<file path="src/rtl/hazard_ctrl.sv">
// hazard_ctrl: RAW hazard detection, stall/bubble generation and flush
// sequencing for the 5-stage core. Tracks in-flight register writes in a
// 3-slot scoreboard (EX, MEM, WB).
// Optional build macro FORWARDING_EN: only load-use (EX slot) and WB-slot
// matches stall; registered operand forward selects are produced for EX.
// Without it, any in-flight producer stalls and the forward selects are 0.
module hazard_ctrl #(
  parameter int unsigned ADDR_WIDTH = 5,
  parameter int unsigned CNT_WIDTH  = 32
) (
  input  logic                  clk_i,
  input  logic                  rst_ni,
  input  logic                  id_valid_i,
  input  logic [ADDR_WIDTH-1:0] id_rs1_addr_i,
  input  logic                  id_rs1_used_i,
  input  logic [ADDR_WIDTH-1:0] id_rs2_addr_i,
  input  logic                  id_rs2_used_i,
  input  logic [ADDR_WIDTH-1:0] id_rd_addr_i,
  input  logic                  id_reg_we_i,
  input  logic                  id_is_load_i,
  input  logic                  jump_i,
  input  logic                  branch_taken_i,
  output logic                  stall_o,
  output logic                  bubble_o,
  output logic                  flush_if_o,
  output logic                  flush_ex_o,
  output logic [1:0]            fwd_a_sel_o,
  output logic [1:0]            fwd_b_sel_o,
  output logic [CNT_WIDTH-1:0]  stall_cnt_o
);

  logic                  ex_vld_q, ex_vld_d;
  logic [ADDR_WIDTH-1:0] ex_rd_q;
  logic                  mem_vld_q, mem_vld_d;
  logic [ADDR_WIDTH-1:0] mem_rd_q;
  logic                  wb_vld_q;
  logic [ADDR_WIDTH-1:0] wb_rd_q;
  logic [CNT_WIDTH-1:0]  cnt_q, cnt_d;
  logic                  hazard;
  logic                  a_ex, a_mem, a_wb, b_ex, b_mem, b_wb;

  // x0 is hardwired, so a source of x0 never matches a producer
  function automatic logic src_hit(input logic vld, input logic [ADDR_WIDTH-1:0] rd,
                                   input logic used, input logic [ADDR_WIDTH-1:0] rs);
    return vld & used & (rs != '0) & (rs == rd);
  endfunction

  assign a_ex  = src_hit(ex_vld_q,  ex_rd_q,  id_rs1_used_i, id_rs1_addr_i);
  assign a_mem = src_hit(mem_vld_q, mem_rd_q, id_rs1_used_i, id_rs1_addr_i);
  assign a_wb  = src_hit(wb_vld_q,  wb_rd_q,  id_rs1_used_i, id_rs1_addr_i);
  assign b_ex  = src_hit(ex_vld_q,  ex_rd_q,  id_rs2_used_i, id_rs2_addr_i);
  assign b_mem = src_hit(mem_vld_q, mem_rd_q, id_rs2_used_i, id_rs2_addr_i);
  assign b_wb  = src_hit(wb_vld_q,  wb_rd_q,  id_rs2_used_i, id_rs2_addr_i);

`ifdef FORWARDING_EN
  logic       ex_ld_q;
  logic [1:0] fwd_a_q, fwd_a_d, fwd_b_q, fwd_b_d;

  // EX slot is the youngest producer, so it wins over MEM
  function automatic logic [1:0] fwd_sel(input logic hit_ex, input logic hit_mem);
    return hit_ex ? 2'b01 : (hit_mem ? 2'b10 : 2'b00);
  endfunction

  // Regfile is not write-through, so WB producers still stall even with bypass
  assign hazard = id_valid_i & (((a_ex | b_ex) & ex_ld_q) | a_wb | b_wb);

  // Select follows the instruction into EX; a bubble carries no operands
  always_comb begin
    fwd_a_d = 2'b00;
    fwd_b_d = 2'b00;
    if (id_valid_i && !bubble_o) begin
      fwd_a_d = fwd_sel(a_ex, a_mem);
      fwd_b_d = fwd_sel(b_ex, b_mem);
    end
  end

  // Forward selects and EX-slot load flag advance with the ID/EX register
  always_ff @(posedge clk_i or negedge rst_ni) begin
    if (!rst_ni) begin
      ex_ld_q <= 1'b0;
      fwd_a_q <= 2'b00;
      fwd_b_q <= 2'b00;
    end else begin
      ex_ld_q <= id_is_load_i;
      fwd_a_q <= fwd_a_d;
      fwd_b_q <= fwd_b_d;
    end
  end

  assign fwd_a_sel_o = fwd_a_q;
  assign fwd_b_sel_o = fwd_b_q;
`else
  logic unused_is_load;
  assign unused_is_load = id_is_load_i;

  assign hazard      = id_valid_i & (a_ex | b_ex | a_mem | b_mem | a_wb | b_wb);
  assign fwd_a_sel_o = 2'b00;
  assign fwd_b_sel_o = 2'b00;
`endif

  assign stall_o    = hazard & ~branch_taken_i;
  assign bubble_o   = stall_o | branch_taken_i;
  assign flush_if_o = branch_taken_i | (jump_i & id_valid_i & ~stall_o);
  assign flush_ex_o = branch_taken_i;

  // A taken branch kills both the ID and the EX instructions
  assign ex_vld_d  = id_valid_i & id_reg_we_i & (id_rd_addr_i != '0) & ~stall_o & ~branch_taken_i;
  assign mem_vld_d = ex_vld_q & ~branch_taken_i;
  assign cnt_d     = (stall_o && (cnt_q != '1)) ? cnt_q + 1'b1 : cnt_q;

  // Scoreboard shift: ID -> EX -> MEM -> WB
  always_ff @(posedge clk_i or negedge rst_ni) begin
    if (!rst_ni) begin
      ex_vld_q  <= 1'b0;
      ex_rd_q   <= '0;
      mem_vld_q <= 1'b0;
      mem_rd_q  <= '0;
      wb_vld_q  <= 1'b0;
      wb_rd_q   <= '0;
    end else begin
      ex_vld_q  <= ex_vld_d;
      ex_rd_q   <= id_rd_addr_i;
      mem_vld_q <= mem_vld_d;
      mem_rd_q  <= ex_rd_q;
      wb_vld_q  <= mem_vld_q;
      wb_rd_q   <= mem_rd_q;
    end
  end

  // Saturating stall-cycle performance counter
  always_ff @(posedge clk_i or negedge rst_ni) begin
    if (!rst_ni) cnt_q <= '0;
    else         cnt_q <= cnt_d;
  end

  assign stall_cnt_o = cnt_q;

endmodule
</file>
<file path="config.mk">
export PLATFORM = sky130hd
export DESIGN_NAME = hazard_ctrl
export DESIGN_NICKNAME = d
export VERILOG_FILES = /design/src/rtl/hazard_ctrl.sv
export SDC_FILE = /design/constraint.sdc
export NUM_CORES = 1
export LEC_CHECK = 0
export BUFFER_PORTS_ARGS = -buffer_cell sky130_fd_sc_hd__buf_2
export CAP_MARGIN = 15
export CORE_ASPECT_RATIO = 0.6
export CORE_MARGIN = 5
export CORE_UTILIZATION = 35
export CTS_CLUSTER_SIZE = 40
export DETAILED_ROUTE_END_ITERATION = 8
export PLACE_DENSITY = 0.68
export SLEW_MARGIN = 20
export SYNTH_ARGS = -nofsm -noshare
export SYNTH_HDL_FRONTEND = slang
export SYNTH_SLANG_ARGS = --single-unit
</file>
<file path="constraint.sdc">
create_clock -name clk_i -period 1.8 [get_ports clk_i]
set_input_delay 0.36 -clock clk_i [delete_from_list [all_inputs] [get_ports clk_i]]
set_output_delay 0.36 -clock clk_i [all_outputs]
set_load 0.005 [all_outputs]
</file>
Yosys cells after proc, flatten, opt, wreduce, memory -nomap -nowiden
Cells that the tools add are included.
Operators by class
  equal/unequal tests: 7
  reductions and logical operators: 4
  bitwise logic cells: 36
  add/subtract/negate cells: 1
Operator list (number)
  32-bit by 1-bit adder with 32-bit output, second input constant: 1
  32-bit != test, second input constant: 1
  5-bit == test: 6
  1-bit bitwise AND: 27
  5-bit nonzero test: 3
  1-bit bitwise OR: 7
  1-bit NOT: 2
  1-bit logical AND: 1
Storage, ports and cells
  input port bits: 24
  logic and storage cells: 55
  output and inout port bits: 40
  bits in registers: 50

Longest topological paths before layout
  depth in word-level cells: 13
  gate-level depth with buffers: 9
  mapped depth without buffers: 8

Worst setup path after synthesis
Ideal clock, no wire load.
  path kind: input -> register
  start: in id_rs1_addr_i[0]
  end: reg cnt_q[24] (netlist: stall_cnt_o[24])
  buffers on the path: 0
  stages: 7
  data required time: 1.675 ns
  library setup time: 0.125 ns
  arrival: 1.769 ns
  path slack: -0.094 ns
  cell sequence: or4_1 > o21ai_1 > nor2_2 > o31ai_4 > nand2_2 > nand4_1 > mux2_2
On the way
  word-level cells in the longest chain between the ends: 11
  elaborated cells between the ends (all ways): 18
RTL lines
  start, declared: RTL line 14  | input logic [ADDR_WIDTH-1:0] id_rs1_addr_i,
  5-bit nonzero test: RTL line 45  | return vld & used & (rs != '0) & (rs == rd);
  1-bit bitwise AND (2 in a row): RTL line 45
  1-bit bitwise OR (3 in a row): RTL line 96  | assign hazard = id_valid_i & (a_ex | b_ex | a_mem | b_mem | a_wb | b_wb);
  1-bit bitwise OR (*) (2 in a row): RTL line 96
  1-bit bitwise AND (*): RTL line 96
  1-bit bitwise AND (*): RTL line 101  | assign stall_o = hazard & ~branch_taken_i;
  net stall_o: RTL line 23  | output logic stall_o,
  1-bit logical AND (*): RTL line 109  | assign cnt_d = (stall_o && (cnt_q != '1)) ? cnt_q + 1'b1 : cnt_q;
  end signal, assigned: RTL line 133  | else cnt_q <= cnt_d;
  end, declared: RTL line 38  | logic [CNT_WIDTH-1:0] cnt_q, cnt_d;
The timed path passes the listed nets; every way through them passes the cells marked *.
A chain may end at the register's enable or synchronous reset.

Worst setup path after layout
  start: reg ex_rd_q[4]
  end: reg cnt_q[11] (netlist: stall_cnt_o[11])
On the way
  word-level cells in the longest chain between the ends: 10
  elaborated cells between the ends (all ways): 12
RTL lines
  start, declared: RTL line 33  | logic [ADDR_WIDTH-1:0] ex_rd_q;
  start signal, assigned: RTL line 122  | ex_rd_q <= id_rd_addr_i;
  5-bit == test: RTL line 45
  1-bit bitwise AND: RTL line 45
  1-bit bitwise OR (*) (5 in a row): RTL line 96
  1-bit bitwise AND (*): RTL line 96
  1-bit bitwise AND (*): RTL line 101
  1-bit logical AND (*): RTL line 109
Mark *: on every way between the ends. The rest lies on a longest branch, timed or not.

==> flow_summary_export.csv <==
group,metric,value,unit
final_layout,multi_input_comb_area,0.00138,mm2
die,fp-row-count,24,
final_layout,fin_area,0.00374,mm2
place,pre_cts_slack,-0.515,ns
place,place_inst,424,
synth,syn_inst,230,
sta,fin_crit,2.29,ns
detailed_routing,drc,0,
die,ios,64,
global_routing,grt_overflow,0,
sta,period_share,127,%
synth,synth_top_area_cell,"dfrtp_1",
synth,synth-seq-cells,50,
sta,clock_skew,0.00711,ns
sta,fin_ws,-0.489,ns
final_layout,diodes,0,
detailed_routing,totalWireLength,6.80,mm
synth,ys_warn_count,0,
synth,yosysMostFrequentCell,"dfrtp_1",
die,die-area,0.00906,mm2
final_layout,synthToLayoutAreaGrowth,48.2,%
clocking,cts_made_buffers,5,
synth,syn-cell-area,0.00252,mm2
final_layout,fin_nets,373,
synth,yosysSeqAreaShare,49.6,%
place,hpwl,5.06,mm
synth,synth.top_cells.by_area,"dfrtp_1 50%, xnor2_1 11%, xor2_1 8.7%, and3_1 3.2%, nand4_1 3.0%",
synth,synth_top_area_share,49.6,%
die,coreArea,0.00715,mm2
sta,rsz0062_at_grt,"yes",
clocking,htree_levels,2,
setup_path,reg2regPathDepth,10,
power,power.leakage,1.88,nW
detailed_routing,vias,2145,
setup_path,critical_path_class,"flip-flop to flip-flop",
setup_path,critPathBufInv,3,
detailed_routing,drt-initial-drc-count,101,
place,place_area,0.00329,mm2
setup_path,critPathArrivalTime,2.47,ns
power,power.total,2.59,mW
die,die-height,75.8,um
place,place.gp.congestion,0.969,
place,numPortBuffers,58,
global_routing,antenna_found_initial,0,
final_layout,final-seq-area,0.00126,mm2
clocking,cts_sinks,50,
power,ir_drop,448,uV
global_routing,grt_use_total,15.8,%
sta,slew_violations,0,
final_layout,fin_util,52.3,%
detailed_routing,viasPerCell,4.88,
setup_path,required,1.98,ns
clocking,path_clk_slew,0.07,ns
die,initial_core_util,35.3,%
synth,synth_common_cells,"50 x dfrtp_1, 33 x xnor2_1, 25 x xor2_1",
detailed_routing,firstDrtPassIters,4,
synth,synth_edf_count,0,
setup_path,path_delay_family,"simple AND/OR/NAND/NOR gates",
job,maxCapViolCount,0,
clocking,holdBufCountCts,0,
setup_path,path_max_fanout,6,
clocking,clk_latency,0.29,ns
setup_path,cp.depth,10,
setup_path,cp_slowest_cell,"dfrtp_1",
sta,setup_viol,35,
final_layout,drive_above_1_share,47.6,%
synth,avgSynthCellArea,11.0,um2
setup_path,crit_path_start_kind,"flip-flop",
detailed_routing,ant_nets,0,
synth,synthArstFlopShare,100,%
sta,tns,-13.30,ns
status,violations,"setup timing",
clocking,tritoncts,"built",
final_layout,final_cells,440,
hold_path,min_path_type,"input port to async pin",
sta,hold_violations,0,
global_routing,grt_pass1_vias,2259,
global_routing,grt_max_degree,31,
synth,ys.flop_type,"dfrtp_1",
power,power_density,694,mW/mm2
detailed_routing,wl_per_cell,15.4,um
setup_path,crit_chain,"xor2_1 > nor4_1 > and3_1 > buf_4 > o31ai_4 > buf_6 > a21oi_4 > buf_12 > nand4b_1 > xnor2_1",
final_layout,num-fill-cells,652,
die,die_w,120,um
status,outcome,"complete, but fails checks",
setup_path,max_stage_delay,0.44,ns
global_routing,grt_first_pass_wirelength,11.2,mm
sta,hold_ws,0.0417,ns
sta,worst_slew_pin_slew,0.523,ns
sta,max_slew_margin,65.1,%
clocking,root_buffer,"clkbuf_16",
setup_path,worst_setup_path_end_kind,"flip-flop",
sta,fmax,437,MHz
clocking,clockBufferDepth,2,
synth,synthDistinctLibCells,38,
-- cell type report --
class,instances,area share (%)
well taps,91,3.05
flip-flops and latches,50,33.6
repair buffers,115,21.0
clock inverters,2,1.61
inverters,2,0.201
multi-input cells,174,36.9
clock buffers,6,3.71
-- state kept, by name, summed over array words and instances, names as in the netlist --
register / cells
mem_rd_q: 5
wb_rd_q: 5
stall_cnt_o: 32
ex_vld_q: 1
wb_vld_q: 1
ex_rd_q: 5
mem_vld_q: 1
-- timing repair --
| action | 4_1_cts | 5_1_grt |
|---|---|---|
| pin swaps | 16 | 26 |
| setup buffers | 3 | 4 |
| gates cloned | 2 | 1 |
| setup endpoints to repair | 35 | 35 |
| gates resized for setup | 15 | 25 |
-- layer usage --
layer	GRT usage (%)	wire (um)	up-vias
li1	-	-	1030
met1	22.1	3400	1061
met2	25.4	3030	47
met3	3.71	322	7
met4	3.30	44	0
met5	0	0	-
-- final timing paths --
| path | startpoint | end | slack (ns) |
|---|---|---|---|
| worst max-delay path | ex_rd_q[4] | stall_cnt_o[11] | -0.49 |
| worst min-delay path | rst_ni | stall_cnt_o[30] | 0.04 |
| worst max register to register | ex_rd_q[4] | stall_cnt_o[11] | -0.49 |
| worst min register to register | mem_vld_q | wb_vld_q | 0.43 |
| max in group asynchronous | rst_ni | mem_rd_q[1] | 1.21 |
| min in group clk_i | id_rd_addr_i[4] | ex_rd_q[4] | 0.19 |
-- cell families after synthesis --
family / Yosys count / synth area share, %
AOI/OAI and AO/OA: 11 / 4.27
other: 1 / 0.149
muxes: 2 / 1.04
buffers and inverters: 9 / 2.53
and+or+nand+nor: 97 / 21.1
adders and majority gates: 1 / 0.496
xor gates and xnor gates: 59 / 20.8
DFF: 50 / 49.6
-- layout by cell type, fill, tap and decap left out, types with 3 or more instances in the layout --
| master | instances |
|---|---|
| nand2_1 | 14 |
| buf_4 | 49 |
| nand3_2 | 7 |
| buf_6 | 4 |
| nand3_1 | 6 |
| nand4_1 | 12 |
| xnor2_1 | 30 |
| and2_1 | 3 |
| dfrtp_1 | 46 |
| xor2_1 | 25 |
| nor2_1 | 8 |
| or4_1 | 3 |
| conb_1 | 4 |
| nor2_2 | 4 |
| xnor2_2 | 3 |
| nand2_4 | 4 |
| and3_1 | 13 |
| buf_2 | 58 |
| dfrtp_2 | 4 |
| nor4_1 | 5 |
| clkbuf_16 | 6 |
-- power breakdown --
group	switching (mW)	internal [mW]	total, mW
combinational	0.0955	0.0907	0.186
sequential	0.0274	1.15	1.17
clock	0.398	0.834	1.23
total	0.521	2.07	2.59
(Power assumes the default switching activity.)
